===== config.mk =====
export PLATFORM = sky130hd
export DESIGN_NAME = cpu_run_ctrl
export DESIGN_NICKNAME = d
export VERILOG_FILES = /design/src/rtl/cpu_run_ctrl.sv
export SDC_FILE = /design/constraint.sdc
export NUM_CORES = 1
export LEC_CHECK = 0
export BUFFER_PORTS_ARGS = -buffer_cell sky130_fd_sc_hd__buf_2
export CORE_MARGIN = 5
export CORE_UTILIZATION = 54
export CTS_CLUSTER_SIZE = 28
export DETAILED_ROUTE_END_ITERATION = 10
export PLACE_DENSITY = 0.86
export SETUP_SLACK_MARGIN = 0.3
export SKIP_LAST_GASP = 1
export SLEW_MARGIN = 25
export SYNTH_ARGS = -nofsm -noshare
export SYNTH_HDL_FRONTEND = slang
export SYNTH_SLANG_ARGS = --single-unit

===== constraint.sdc =====
create_clock -name clock -period 2.86 [get_ports clock]
set_input_delay 0.572 -clock clock [delete_from_list [all_inputs] [get_ports clock]]
set_output_delay 0.572 -clock clock [all_outputs]
set_load 0.005 [all_outputs]

===== src/rtl/cpu_run_ctrl.sv =====
// Run controller for the CPU top: holds the core in reset, releases it, then
// runs free or single-steps until halt, cycle budget exhaustion or stop.
module cpu_run_ctrl #(
    parameter int RESET_CYCLES = 4,
    parameter int CNT_W        = 32,
    parameter int MAX_CYCLES   = 0
) (
    input  logic             clock,
    input  logic             reset,
    input  logic             go,
    input  logic             stop,
    input  logic             step_mode,
    input  logic             step,
    input  logic             halt_in,
    output logic             core_reset,
    output logic             core_enable,
    output logic             core_start,
    output logic             running,
    output logic             done,
    output logic             timeout,
    output logic [CNT_W-1:0] cycle_count
);

    localparam int HOLD_W = (RESET_CYCLES > 1) ? $clog2(RESET_CYCLES) : 1;
    localparam logic [HOLD_W-1:0] HOLD_LAST = HOLD_W'(RESET_CYCLES - 1);
    localparam bit HAS_BUDGET = (MAX_CYCLES != 0);
    // Counter value at which the next enabled edge consumes the last budgeted cycle.
    localparam logic [CNT_W-1:0] BUDGET_LAST = CNT_W'((MAX_CYCLES == 0) ? 0 : MAX_CYCLES - 1);

    typedef enum logic [2:0] {
        IDLE,
        RST_HOLD,
        START,
        RUN,
        DONE
    } state_t;

    state_t            state_q, state_d;
    logic [HOLD_W-1:0] hold_q, hold_d;
    logic [CNT_W-1:0]  cnt_q, cnt_d;
    logic              timeout_q, timeout_d;

    always_ff @(posedge clock) begin
        if (reset) begin
            state_q   <= IDLE;
            hold_q    <= '0;
            cnt_q     <= '0;
            timeout_q <= 1'b0;
        end else begin
            state_q   <= state_d;
            hold_q    <= hold_d;
            cnt_q     <= cnt_d;
            timeout_q <= timeout_d;
        end
    end

    always_comb begin
        state_d     = state_q;
        hold_d      = hold_q;
        cnt_d       = cnt_q;
        timeout_d   = timeout_q;
        core_reset  = 1'b1;
        core_start  = 1'b0;
        core_enable = 1'b0;
        case (state_q)
            IDLE: begin
                if (go && !stop) begin
                    state_d   = RST_HOLD;
                    hold_d    = '0;
                    cnt_d     = '0;
                    timeout_d = 1'b0;
                end
            end
            RST_HOLD: begin
                if (stop) begin
                    state_d = IDLE;
                end else if (hold_q == HOLD_LAST) begin
                    state_d = START;
                end else begin
                    hold_d = hold_q + 1'b1;
                end
            end
            START, RUN: begin
                core_reset  = 1'b0;
                core_start  = 1'b1;
                core_enable = ~step_mode | step;
                if (core_enable && (cnt_q != '1)) begin
                    cnt_d = cnt_q + 1'b1;
                end
                // Halt outranks the budget so a coincident halt reports a clean finish.
                if (stop) begin
                    state_d = IDLE;
                end else if (halt_in) begin
                    state_d   = DONE;
                    timeout_d = 1'b0;
                end else if (HAS_BUDGET && core_enable && (cnt_q == BUDGET_LAST)) begin
                    state_d   = DONE;
                    timeout_d = 1'b1;
                end else begin
                    state_d = RUN;
                end
            end
            DONE: begin
                core_reset = 1'b0;
                if (stop) begin
                    state_d = IDLE;
                end else if (go) begin
                    state_d   = RST_HOLD;
                    hold_d    = '0;
                    cnt_d     = '0;
                    timeout_d = 1'b0;
                end
            end
            default: begin
                state_d = IDLE;
            end
        endcase
    end

    assign running     = (state_q == START) || (state_q == RUN);
    assign done        = (state_q == DONE);
    assign timeout     = timeout_q && (state_q == DONE);
    assign cycle_count = cnt_q;

endmodule

# Word-level counts from Yosys, hierarchy flattened
# Cells that the tools add are included.
[word_totals]
mem_bits_ro = 0
register_bits = 38
mem_bits_rw = 0
in_bits = 7
latch_bits = 0
n_memories = 0
[classes]
div_mod_pow = 0
mul = 0
shifts = 0
bitwise_logic = 2
reduce_logical = 14
add_sub_neg = 2
n_eq_ne = 16
n_lt_le_gt_ge = 0
mux = 28
[op_table]
columns = ["operator", "n"]
rows = [
  ["two-way mux 32 bit", 4],
  ["case mux 32 bit (3 select lines)", 1],
  ["adder 32 x 1 -> 32 bit, second input constant", 1],
  ["!= test 32 bit, second input constant", 1],
  ["two-way mux 3 bit", 7],
  ["!= test 2 bit, second input constant", 8],
  ["case mux 3 bit (4 select lines)", 1],
  ["AND reduction 6 bit", 2],
  ["two-way mux 2 bit", 5],
  ["two-way mux 1 bit", 8],
  ["equality test 3 x 2 -> 1 bit, second input constant", 2],
  ["!= test 3 bit, second input constant", 2],
  ["case mux 2 bit (3 select lines)", 1],
  ["nonzero test 3 bit", 2],
  ["AND reduction 5 bit", 1],
  ["equality test 3 x 1 -> 1 bit, second input constant", 1],
  ["equality test 3 bit, second input constant", 1],
  ["logical AND 1 bit", 3],
  ["logical NOT 3 bit", 1],
  ["case mux 1 bit (3 select lines)", 1],
  ["AND reduction 3 bit", 1],
  ["OR reduction 3 bit", 1],
  ["adder 2 x 1 -> 2 bit, second input constant", 1],
  ["equality test 2 bit, second input constant", 1],
  ["other kinds (5)", 5],
]

# Longest topological paths before layout
[logic_depth]
ltp_word = 5
ltp_mapped = 8

# Least setup slack after synthesis
# Ideal clock, no wire load.
[synth_timing]
path_kind = "register to register"
start = "register cnt_q[0], in the netlist cycle_count[0]"
end = "register cnt_q[1], in the netlist cycle_count[1]"
path_stages_with_launch = 8
path_buffers = 1
setup_ns = 0.117
setup_slack_ns = 0.581
arrival_ns = 2.163
cell_sequence = "dfxtp_1 > ha_1 > nand4_1 > or4_4 > nor4_4 > nor3_2 > buf_6 > a22o_1"
[synth_between]
elab_chain_cells = 4
[synth_lines]
columns = ["item", "line_no", "source"]
rows = [
  ["start: declaration", "40", "logic [CNT_W-1:0] cnt_q, cnt_d;"],
  ["start signal: assignment", "52", "cnt_q <= cnt_d;"],
  ["branches (longest 4 deep; another with adder 32 x 1 -> 32 bit)", "n/a", ""],
]
# Parallel ways; which one is timed is not known. The select of a mux whose other input is x is not followed.
# A chain may end at the register's enable or synchronous reset.

# Worst setup path after layout
[layout_timing]
start = "register state_q[2]"
end = "output port core_enable"
[layout_between]
elab_chain_cells = 3
[layout_lines]
columns = ["item", "line_no", "source"]
rows = [
  ["start: declaration", "38", "state_t state_q, state_d;"],
  ["start signal: assignment", "50", "state_q <= state_d;"],
  ["equality test 3 x 2 -> 1 bit", "65", "case (state_q)"],
  ["OR reduction 2 bit *", "65", ""],
  ["two-way mux 1 bit *", "65", ""],
  ["end: declaration", "16", "output logic core_enable,"],
]
# Mark *: on every way between the ends. The rest lies on a longest branch, timed or not.

==> flow_metrics.env <==
export IMPL_wl_per_cell_um=15.42
export IMPL_met2_usage_pct=33.57
export IMPL_finalNonFillerCells=347
export IMPL_regArea_um2=743.2
export IMPL_die_area_um2=5189
export IMPL_coreArea_um2=3689
export IMPL_cts_tree="yes"
export IMPL_ys_seq_area_share_pct=35.64
export IMPL_grt_setup_unrepaired="false"
export IMPL_holdPathEnd="hold_q[1]$_SDFFE_PP0P_"
export IMPL_slew_headroom_pct=55.38
export IMPL_fin_crit_ns=2.411
export IMPL_fp_dieH_um=72.04
export IMPL_grt_max_degree=20
export IMPL_grt_use_met3_pct=4.571
export IMPL_r2r_end="cycle_count[7]$_SDFFE_PP0P_"
export IMPL_grt_pass1_wl_mm=8.845
export IMPL_worst_slew_pin_slew_ns=0.6672
export IMPL_fmax_mhz=414.7
export IMPL_r2r_start="cycle_count[0]$_SDFFE_PP0P_"
export IMPL_synth_warnings=0
export IMPL_track_usage_pct=21.15
export IMPL_syn_area_per_cell_um2=7.963
export IMPL_clk_latency_ns=0.29
export IMPL_reg2reg_depth=7
export IMPL_tns_ns=0
export IMPL_grt_busiest_layer="met2"
export IMPL_async_reset_ff_share_pct=0
export IMPL_power_per_cell_area_nw_per_um2=434.5
export IMPL_routed_wl_mm=5.350
export IMPL_finalPower_mw=1.048
export IMPL_holdWs_ns=0.4866
export IMPL_vias_per_cell=6.147
export IMPL_grt_pass1_vias=1887
export IMPL_start_kind="flip-flop"
export IMPL_cap_violations=0
export IMPL_clk_pin_slew_worst_paths_ns=0.07
export IMPL_root_buffer="clkbuf_8"
export IMPL_pre_cts_slack_ns=0.3000
export IMPL_critical_path_required_ns=2.29
export IMPL_synth_edf_count=0
export IMPL_multi_input_area_um2=1232
export IMPL_arrival_ns=1.84
export IMPL_p_leak_nw=0.9679
export IMPL_die_w_um=72.04
export IMPL_synth_nets=270
export IMPL_dpl_cell_area_um2=2268
export IMPL_drt_initial_drc_count=112
export IMPL_setup_viol=0
export IMPL_antenna_found_initial=0
export IMPL_cts_buffers=5
export IMPL_whs_path_depth=2
export IMPL_gp_congestion=0.9169
export IMPL_netlist_area_um2=2078
export IMPL_yosys_most_used_dff="dfxtp_1"
export IMPL_final_layout_size_suffix_gt1_share_pct=25.08
export IMPL_finalMaxSlewViolations=0
export IMPL_ios=45
export IMPL_start_util_pct=56.34
export IMPL_clockBufferDepth=2
export IMPL_setup_ws_ns=0.4487
export IMPL_use_met1_pct=28.49
export IMPL_max_vdd_ir_drop_mv=0.3861
export IMPL_diodes=0
export IMPL_critPathMaxFanout=9
export IMPL_ys_ff_latch=37
export IMPL_drc=0
export IMPL_nFillCells=322
export IMPL_finalHoldViolCount=0
export IMPL_dpl_hpwl_mm=3.791
export IMPL_stdcell_area_um2=2412
export IMPL_rows=22
export IMPL_vias=2133
export IMPL_path_class="reg2out"
export IMPL_io_buffer_count=43
export IMPL_period_share_pct=84.31
export IMPL_overflow=0
export IMPL_netlist_instances=261
export IMPL_status="finished clean"
export IMPL_htreeDepth=2
export IMPL_fin_skew_ns=0.003814
export IMPL_end_kind="output port"
export IMPL_syn2layout_area_growth_pct=16.07
export IMPL_first_pass_iters=6
export IMPL_clock_sinks=37
export IMPL_worstHoldStart="hold_q[1]$_SDFFE_PP0P_"
export IMPL_yosysUniqueCellTypes=51
export IMPL_rrSetupSlack_ns=0.45
export IMPL_placed_cells=338
export IMPL_final_core_util_pct=65.40
export IMPL_postRouteAntennaNets=0
export IMPL_hp_class="reg2reg"
export IMPL_fin_nets=307
==> kinds of logic (layout without fill, tap and decap cells) <==
family,after synthesis,count (layout),synth area share (%)
simple gates,107,107,27.94
compound gates,87,87,26.85
flops,37,37,35.64
buf+inv,22,60,5.719
mux,5,5,2.468
fa+ha+maj,2,2,1.204
other cells,1,1,0.1804
==> final cells by class <==
cell class / count / area share, %
Multi-Input combinational cell: 202 / 51.09
Sequential cell: 37 / 30.81
Timing Repair Buffer: 45 / 9.544
Clock buffer: 7 / 3.579
Tap cell: 48 / 2.490
Clock inverter: 1 / 1.245
Inverter: 7 / 1.245
==> critical path, stage by stage, from the launching register on <==
cell and delay [ns]:
dfxtp_1 0.47, nand2b_1 0.29, clkinvlp_4 0.26, o21ai_4 0.21, inv_1 0.15, buf_2 0.16
==> layout by cell type, fill, tap and decap left out, types with 2 or more instances in the layout <==
cell       n
buf_2     43
dfxtp_1   35
nand2_1   26
o21ai_0   24
nor2_1    20
a21oi_1   20
a31oi_1   15
nand3_1   14
nor3_1     8
inv_1      6
and3_1     6
nand4_1    6
clkbuf_8   6
and2_1     5
o31ai_1    5
and3_2     4
mux2i_1    4
a211oi_1   4
a41oi_1    4
nand2b_1   3
a311oi_1   3
and4_1     2
o22a_1     2
ha_1       2
dfxtp_2    2
buf_4      2
==> timing repair <==
action                     in CTS  in global routing
gates cloned                    0                  0
resized for setup               0                  4
buffers inserted                0                  1
hold buffers                    0                  0
pin swaps                       1                  1
setup endpoints to repair       1                 25
==> synthesized netlist by cell type (6+ instances only) <==
library cell / number / area [µm²]
a21oi_1: 20 / 100.1
a31oi_1: 15 / 93.84
and3_1: 6 / 37.54
clkbuf_1: 7 / 26.28
dfxtp_1: 37 / 740.7
inv_1: 6 / 22.52
nand2_1: 26 / 97.59
nand3_1: 14 / 70.07
nand4_1: 6 / 37.54
nor2_1: 20 / 75.07
nor3_1: 8 / 40.04
o21ai_0: 24 / 120.1
==> sequential cells by signal, indices dropped and copies added (netlist names) <==
| signal | cells |
|---|---|
| hold_q | 2 |
| state_q | 3 |
| cycle_count | 32 |
==> layer usage <==
layer | wire length, µm | up-vias
met5 | 0 | -
met4 | 117 | 0
met3 | 416 | 12
met2 | 2501 | 75
met1 | 2315 | 995
li1 | - | 1051
==> power by group <==
| group | internal, mW | switching [mW] |
|---|---|---|
| Combinational | 0.0213 | 0.0350 |
| Sequential | 0.519 | 0.00599 |
| Clock | 0.284 | 0.183 |
| Total | 0.824 | 0.224 |
==> how the worst max path moves through the flow <==
stage	startpoint	to
floorplan	cycle_count[0]$_SDFFE_PP0P_	cycle_count[1]$_SDFFE_PP0P_
global placement	cycle_count[0]$_SDFFE_PP0P_	cycle_count[7]$_SDFFE_PP0P_
detailed placement	cycle_count[0]$_SDFFE_PP0P_	cycle_count[7]$_SDFFE_PP0P_
CTS	cycle_count[0]$_SDFFE_PP0P_	cycle_count[7]$_SDFFE_PP0P_
global route	state_q[2]$_SDFFE_PP0P_	core_enable
finish	state_q[2]$_SDFFE_PP0P_	core_enable
Power figures use the tool's default switching activity.
